--- config.mk ---
export PLATFORM = sky130hd
export DESIGN_NAME = sseg_mux_driver
export DESIGN_NICKNAME = d
export VERILOG_FILES = /design/src/rtl/sseg_mux_driver.sv
export SDC_FILE = /design/constraint.sdc
export NUM_CORES = 1
export LEC_CHECK = 0
export CAP_MARGIN = 20
export CORE_MARGIN = 3
export CORE_UTILIZATION = 51
export DETAILED_ROUTE_END_ITERATION = 8
export PLACE_DENSITY = 0.76
export RECOVER_POWER = 50
export SLEW_MARGIN = 15
export SYNTH_ARGS = -nofsm -noshare
export SYNTH_HDL_FRONTEND = slang
export SYNTH_SLANG_ARGS = --single-unit
export TNS_END_PERCENT = 1
--- constraint.sdc ---
create_clock -name clk -period 2.5 [get_ports clk]
set_input_delay 0.25 -clock clk [delete_from_list [all_inputs] [get_ports clk]]
set_output_delay 0.25 -clock clk [all_outputs]
set_load 0.01 [all_outputs]
--- src/rtl/sseg_mux_driver.sv ---
// Time-multiplexed seven-segment display driver with frame-synchronous
// double buffering, hex/BCD decoding, leading-zero blanking and anti-ghosting.
module sseg_mux_driver #(
  parameter int NUM_DIGITS     = 4,
  parameter int REFRESH_DIV    = 50000,
  parameter int ACTIVE_LOW_SEG = 1,
  parameter int ACTIVE_LOW_AN  = 1,
  parameter int HEX_MODE       = 1
) (
  input  logic                    clk,
  input  logic                    rst,
  input  logic [4*NUM_DIGITS-1:0] digits_i,
  input  logic [NUM_DIGITS-1:0]   dp_i,
  input  logic [NUM_DIGITS-1:0]   blank_i,
  input  logic                    lzb_i,
  input  logic                    load_i,
  output logic [7:0]              sseg_o,
  output logic [NUM_DIGITS-1:0]   anodes,
  output logic                    frame_tick_o
);

  localparam int PW = (REFRESH_DIV > 2) ? $clog2(REFRESH_DIV) : 1;
  localparam int IW = (NUM_DIGITS > 1) ? $clog2(NUM_DIGITS) : 1;
  localparam logic [PW-1:0] PRESC_LAST = PW'(REFRESH_DIV - 1);
  localparam logic [IW-1:0] IDX_LAST   = IW'(NUM_DIGITS - 1);

  logic [PW-1:0]             presc;
  logic [IW-1:0]             idx;
  logic [4*NUM_DIGITS-1:0]   disp_digits, pend_digits;
  logic [NUM_DIGITS-1:0]     disp_dp, pend_dp;
  logic [NUM_DIGITS-1:0]     disp_blank, pend_blank;
  logic                      pend_valid;

  logic                      presc_wrap, frame_wrap;
  logic [NUM_DIGITS-1:0]     lz_blank;
  logic                      zero_run;
  logic [3:0]                cur_nib;
  logic                      cur_dp, cur_blank, cur_lz;
  logic [NUM_DIGITS-1:0]     an_hot, an_act;
  logic [7:0]                seg_act;

  function automatic logic [6:0] glyph(input logic [3:0] nib);
    logic [6:0] g;
    case (nib)
      4'h0: g = 7'h3F;
      4'h1: g = 7'h06;
      4'h2: g = 7'h5B;
      4'h3: g = 7'h4F;
      4'h4: g = 7'h66;
      4'h5: g = 7'h6D;
      4'h6: g = 7'h7D;
      4'h7: g = 7'h07;
      4'h8: g = 7'h7F;
      4'h9: g = 7'h6F;
      4'hA: g = 7'h77;
      4'hB: g = 7'h7C;
      4'hC: g = 7'h39;
      4'hD: g = 7'h5E;
      4'hE: g = 7'h79;
      default: g = 7'h71;
    endcase
    if (HEX_MODE == 0 && nib > 4'h9) g = 7'h00;
    return g;
  endfunction

  // Forced blank outranks everything, including the decimal point;
  // zero blanking only darkens a-g so dp stays available.
  function automatic logic [7:0] seg_byte(input logic [3:0] nib, input logic dp,
                                          input logic blank, input logic lz_off);
    logic [6:0] g;
    logic [7:0] b;
    g = lz_off ? 7'h00 : glyph(nib);
    b = {dp, g};
    if (blank) b = 8'h00;
    return b;
  endfunction

  function automatic logic [7:0] seg_pol(input logic [7:0] b);
    return (ACTIVE_LOW_SEG != 0) ? ~b : b;
  endfunction

  function automatic logic [NUM_DIGITS-1:0] an_pol(input logic [NUM_DIGITS-1:0] a);
    return (ACTIVE_LOW_AN != 0) ? ~a : a;
  endfunction

  assign presc_wrap = (presc == PRESC_LAST);
  assign frame_wrap = presc_wrap && (idx == IDX_LAST);

  // A digit is a leading zero when it and every more significant nibble is 0.
  always_comb begin
    zero_run = 1'b1;
    lz_blank = '0;
    for (int k = NUM_DIGITS - 1; k >= 0; k--) begin
      zero_run = zero_run & (disp_digits[4*k +: 4] == 4'h0);
      if (k > 0) lz_blank[k] = zero_run;
    end
  end

  always_comb begin
    cur_nib   = 4'h0;
    cur_dp    = 1'b0;
    cur_blank = 1'b0;
    cur_lz    = 1'b0;
    an_hot    = '0;
    for (int k = 0; k < NUM_DIGITS; k++) begin
      if (idx == IW'(k)) begin
        cur_nib   = disp_digits[4*k +: 4];
        cur_dp    = disp_dp[k];
        cur_blank = disp_blank[k];
        cur_lz    = lz_blank[k];
        an_hot[k] = 1'b1;
      end
    end
  end

  // Anodes go dark for the first cycle of each slot so segment changes never ghost.
  assign an_act  = (presc == '0) ? '0 : an_hot;
  assign seg_act = seg_byte(cur_nib, cur_dp, cur_blank, lzb_i & cur_lz);

  always_ff @(posedge clk or posedge rst) begin
    if (rst) begin
      presc        <= '0;
      idx          <= '0;
      disp_digits  <= '0;
      disp_dp      <= '0;
      disp_blank   <= '0;
      pend_digits  <= '0;
      pend_dp      <= '0;
      pend_blank   <= '0;
      pend_valid   <= 1'b0;
      sseg_o       <= seg_pol(8'h00);
      anodes       <= an_pol('0);
      frame_tick_o <= 1'b0;
    end else begin
      presc <= presc_wrap ? '0 : presc + 1'b1;
      if (presc_wrap) idx <= (idx == IDX_LAST) ? '0 : idx + 1'b1;
      frame_tick_o <= frame_wrap;

      // Display only swaps at the frame boundary; a coincident load bypasses pending.
      if (frame_wrap) begin
        if (load_i) begin
          disp_digits <= digits_i;
          disp_dp     <= dp_i;
          disp_blank  <= blank_i;
        end else if (pend_valid) begin
          disp_digits <= pend_digits;
          disp_dp     <= pend_dp;
          disp_blank  <= pend_blank;
        end
        pend_valid <= 1'b0;
      end else if (load_i) begin
        pend_digits <= digits_i;
        pend_dp     <= dp_i;
        pend_blank  <= blank_i;
        pend_valid  <= 1'b1;
      end

      sseg_o <= seg_pol(seg_act);
      anodes <= an_pol(an_act);
    end
  end

endmodule
==> out/qor.json <==
{
  "root_buffer": {"value": "sky130_fd_sc_hd__clkbuf_8"},
  "global_route.usage.met1": {"value": 25.0, "unit": "%"},
  "crit_path_max_fanout": {"value": 15},
  "firstDrtPassIters": {"value": 4},
  "drc": {"value": 0},
  "nets": {"value": 434},
  "grt_use_total": {"value": 18.6, "unit": "%"},
  "die_area": {"value": 8770, "unit": "sq um"},
  "vias_per_cell": {"value": 5.39},
  "post-synth-top-area-fraction": {"value": 43.4, "unit": "%"},
  "first_global_vias": {"value": 2709},
  "synth.area.top_cells": {"value": "sky130_fd_sc_hd__dfrtp_1, sky130_fd_sc_hd__dfstp_2, sky130_fd_sc_hd__mux2_4, sky130_fd_sc_hd__mux2i_1, sky130_fd_sc_hd__nor2_1"},
  "period_minus_slack": {"value": 2.20, "unit": "ns"},
  "boundary_pin_count": {"value": 41},
  "min-delay-path-class": {"value": "in2async"},
  "hold_viol": {"value": 0},
  "place.gp.congestion": {"value": 0.886},
  "antennaDiodeCount": {"value": 0},
  "synthArstFlopShare": {"value": 100, "unit": "%"},
  "relSlewSlack": {"value": 41.9, "unit": "%"},
  "area_delta_synth_final": {"value": 17.4, "unit": "%"},
  "timing_max_transition_violations_final": {"value": 0},
  "globalRouteMet3Util": {"value": 4.09, "unit": "%"},
  "htree_levels": {"value": 3},
  "ys_seq_elements": {"value": 80},
  "critical_path_start_type": {"value": "register"},
  "synth_nets": {"value": 390},
  "core_region_area": {"value": 7370, "unit": "sq um"},
  "post_cts.repair.setup_buffers": {"value": 0},
  "clockBufferDepth": {"value": 2},
  "io_buffer_count": {"value": 40},
  "cts.clk_slew.worst_paths": {"value": 0.09, "unit": "ns"},
  "timing.critical_path.arrival": {"value": 2.48, "unit": "ns"},
  "endpoint_kind": {"value": "register"},
  "setup-violations-final": {"value": 0},
  "power_after_layout": {"value": 2.42, "unit": "mW"},
  "power_leakage": {"value": 2.10, "unit": "nW"},
  "synth_seq_area_share": {"value": 51.5, "unit": "%"},
  "outcome": {"value": "finished, final reports clean"},
  "pin_count_of_the_biggest_net_entering_global_routing": {"value": 67},
  "worstMarginPinSlew": {"value": 0.871, "unit": "ns"},
  "initialDrtViolationCount": {"value": 154},
  "num_rows": {"value": 31},
  "setup_tns": {"value": 0, "unit": "ns"},
  "critical_path_class": {"value": "reg2reg"},
  "routed_wire_length": {"value": 7380, "unit": "microns"},
  "required": {"value": 2.78, "unit": "ns"},
  "period_share": {"value": 88.1, "unit": "%"},
  "clk_latency": {"value": 0.36, "unit": "ns"},
  "floorplan.initialDensity": {"value": 53.2, "unit": "%"},
  "cap_viol_max_count": {"value": 0},
  "synthesis.area_per_instance": {"value": 11.2, "unit": "sq um"},
  "clock.fmax": {"value": 454, "unit": "MHz"},
  "finalClockSkew": {"value": 0.0110, "unit": "ns"},
  "synthesis.yosys.warnings": {"value": 0},
  "synth_edf_count": {"value": 0},
  "peakVddDrop": {"value": 0.287, "unit": "mV"},
  "antenna_found_initial": {"value": 0},
  "grt_remaining_overflow": {"value": 0},
  "drive_gt1_share": {"value": 17.3, "unit": "%"},
  "die_h": {"value": 93.7, "unit": "microns"},
  "grt_first_pass_wirelength": {"value": 12800, "unit": "microns"},
  "grt-busiest-layer": {"value": "met2"},
  "nFillCells": {"value": 584},
  "wire_per_inst": {"value": 14.8, "unit": "microns"},
  "global_route.usage.met2": {"value": 30.4, "unit": "%"},
  "die_x": {"value": 93.7, "unit": "microns"},
  "post_synth_instance_area": {"value": 3920, "unit": "sq um"},
  "synth_area_leader": {"value": "sky130_fd_sc_hd__dfrtp_1"},
  "yosysUniqueCellTypes": {"value": 42},
  "syn-instance-count": {"value": 350},
  "dp_hpwl": {"value": 5210, "unit": "microns"},
  "cts_buffers": {"value": 9},
  "clock_sink_count": {"value": 80},
  "vias": {"value": 2684},
  "power.density": {"value": 526, "unit": "nW/um^2"},
  "rsz0062_at_grt": {"value": "false"},
  "ys_dominant_reg_cell": {"value": "sky130_fd_sc_hd__dfrtp_1"},
  "tritoncts": {"value": "done"},
  "antenna_violating_nets_post_route": {"value": 0}
}
[report_power, final]
group,switching [mW],leakage (nW),internal [mW]
combinational,0.0801,1.02,0.117
sequential,0.0205,1.00,1.33
clock,0.503,0.0745,0.366
[layout make-up]
type	instances	area (sq um)	share of cell area [%]
inverter	13	48.8	1.06
clock inverter	7	55.1	1.20
sequential	80	2020	43.8
tap	99	124	2.69
timing repair buffer	50	475	10.3
clock buffer	9	124	2.69
multi-input combinational	240	1760	38.2
[flip-flops by register name (all words and copies together) (netlist names)]
register	flops
disp_blank	4
anodes	4
disp_digits	16
frame_tick_o	1
disp_dp	4
sseg_o	8
pend_digits	16
idx	2
pend_blank	4
pend_dp	4
presc	16
pend_valid	1
[synth_stat cells, drive strengths merged, types with 4 or more instances]
cell	instances
a21oi	29
dfrtp	68
nand4	4
nor3	7
xor2	9
buf	14
o21ai	8
inv	13
dfstp	12
o221ai	4
mux2	25
nand3	6
ha	12
nand2	22
a211oi	8
nor4	5
mux2i	26
nor2	43
xnor2	5
nand3b	4
[stage by stage]
| step | area [sq um] | worst slack [ns] | utilization [%] | instances | hold slack, ns |
|---|---|---|---|---|---|
| after global routing | 4600 | 0.0421 | 62.4 | 498 | 0.412 |
| after global placement | 4440 | 0.271 | 60.2 | 482 | 0.464 |
| after detailed placement | 4440 | 0.203 | 60.2 | 482 | 0.475 |
| after CTS | 4620 | 0.186 | 62.6 | 498 | 0.169 |
| after floorplan | 3920 | 0.157 | - | 350 | 0.398 |
| final | 4600 | 0.298 | 62.4 | 498 | 0.375 |
[critical path: stages (launching register included)]
cell and delay, ns:
sky130_fd_sc_hd__dfrtp_1 0.43, sky130_fd_sc_hd__ha_1 0.29, sky130_fd_sc_hd__buf_4 0.22, sky130_fd_sc_hd__a211oi_1 0.37, sky130_fd_sc_hd__a221o_1 0.42, sky130_fd_sc_hd__nand2_1 0.09
sky130_fd_sc_hd__and3_1 0.18, sky130_fd_sc_hd__o21ai_0 0.14
[final timing paths]
path / startpoint / end / slack [ns] / cells after the start
hold / removal: rst / pend_blank[3] / 0.37 / 2
setup reg to reg: idx[0] / sseg_o[3] / 0.30 / 7
min in group clk: pend_valid / pend_valid / 0.49 / 2
hold reg to reg: pend_valid / pend_valid / 0.49 / 2
setup / recovery: idx[0] / sseg_o[3] / 0.30 / 7
max in group asynchronous: rst / pend_digits[1] / 0.79 / 3
[kinds of logic after synthesis]
| logic type | Yosys count | synth area share, % |
|---|---|---|
| AOI/OAI and AO/OA | 56 | 8.91 |
| buffers and inverters | 30 | 3.64 |
| muxes | 51 | 15.7 |
| adders and majority gates | 12 | 3.83 |
| DFF | 80 | 51.5 |
| and+or+nand+nor | 107 | 13.3 |
| xor gates and xnor gates | 14 | 3.13 |
[metal layers]
metal  vias up  share of wire (%)
li1       1311                  -
met1      1307                 45
met2        58                 49
met3         8                4.4
met4         0                1.5
met5         -                  0
[what timing repair did]
| action | in CTS | in global routing |
|---|---|---|
| setup endpoints to repair | 0 | 4 |
| gates resized for setup | 0 | 2 |
| hold buffers | 0 | 0 |
[cell usage in the layout (no fill, tap or decap), types with 3 or more instances in the layout]
| cell | instances |
|---|---|
| sky130_fd_sc_hd__clkinvlp_4 | 5 |
| sky130_fd_sc_hd__dfstp_2 | 12 |
| sky130_fd_sc_hd__o221ai_1 | 4 |
| sky130_fd_sc_hd__nor4_1 | 4 |
| sky130_fd_sc_hd__inv_1 | 13 |
| sky130_fd_sc_hd__nand4_1 | 4 |
| sky130_fd_sc_hd__dfrtp_1 | 68 |
| sky130_fd_sc_hd__mux2i_1 | 26 |
| sky130_fd_sc_hd__buf_4 | 9 |
| sky130_fd_sc_hd__mux2_2 | 5 |
| sky130_fd_sc_hd__clkbuf_8 | 9 |
| sky130_fd_sc_hd__ha_1 | 11 |
| sky130_fd_sc_hd__nor3_1 | 7 |
| sky130_fd_sc_hd__nand3b_1 | 4 |
| sky130_fd_sc_hd__nand3_1 | 6 |
| sky130_fd_sc_hd__xnor2_1 | 5 |
| sky130_fd_sc_hd__mux2_4 | 20 |
| sky130_fd_sc_hd__nor3b_1 | 3 |
| sky130_fd_sc_hd__xor2_1 | 9 |
| sky130_fd_sc_hd__a211oi_1 | 8 |
| sky130_fd_sc_hd__a21oi_1 | 29 |
| sky130_fd_sc_hd__o21ai_0 | 6 |
| sky130_fd_sc_hd__and3_1 | 3 |
| sky130_fd_sc_hd__nand2_1 | 22 |
| sky130_fd_sc_hd__clkdlybuf4s50_1 | 39 |
| sky130_fd_sc_hd__nor2_1 | 43 |
(Power assumes the default switching activity.)
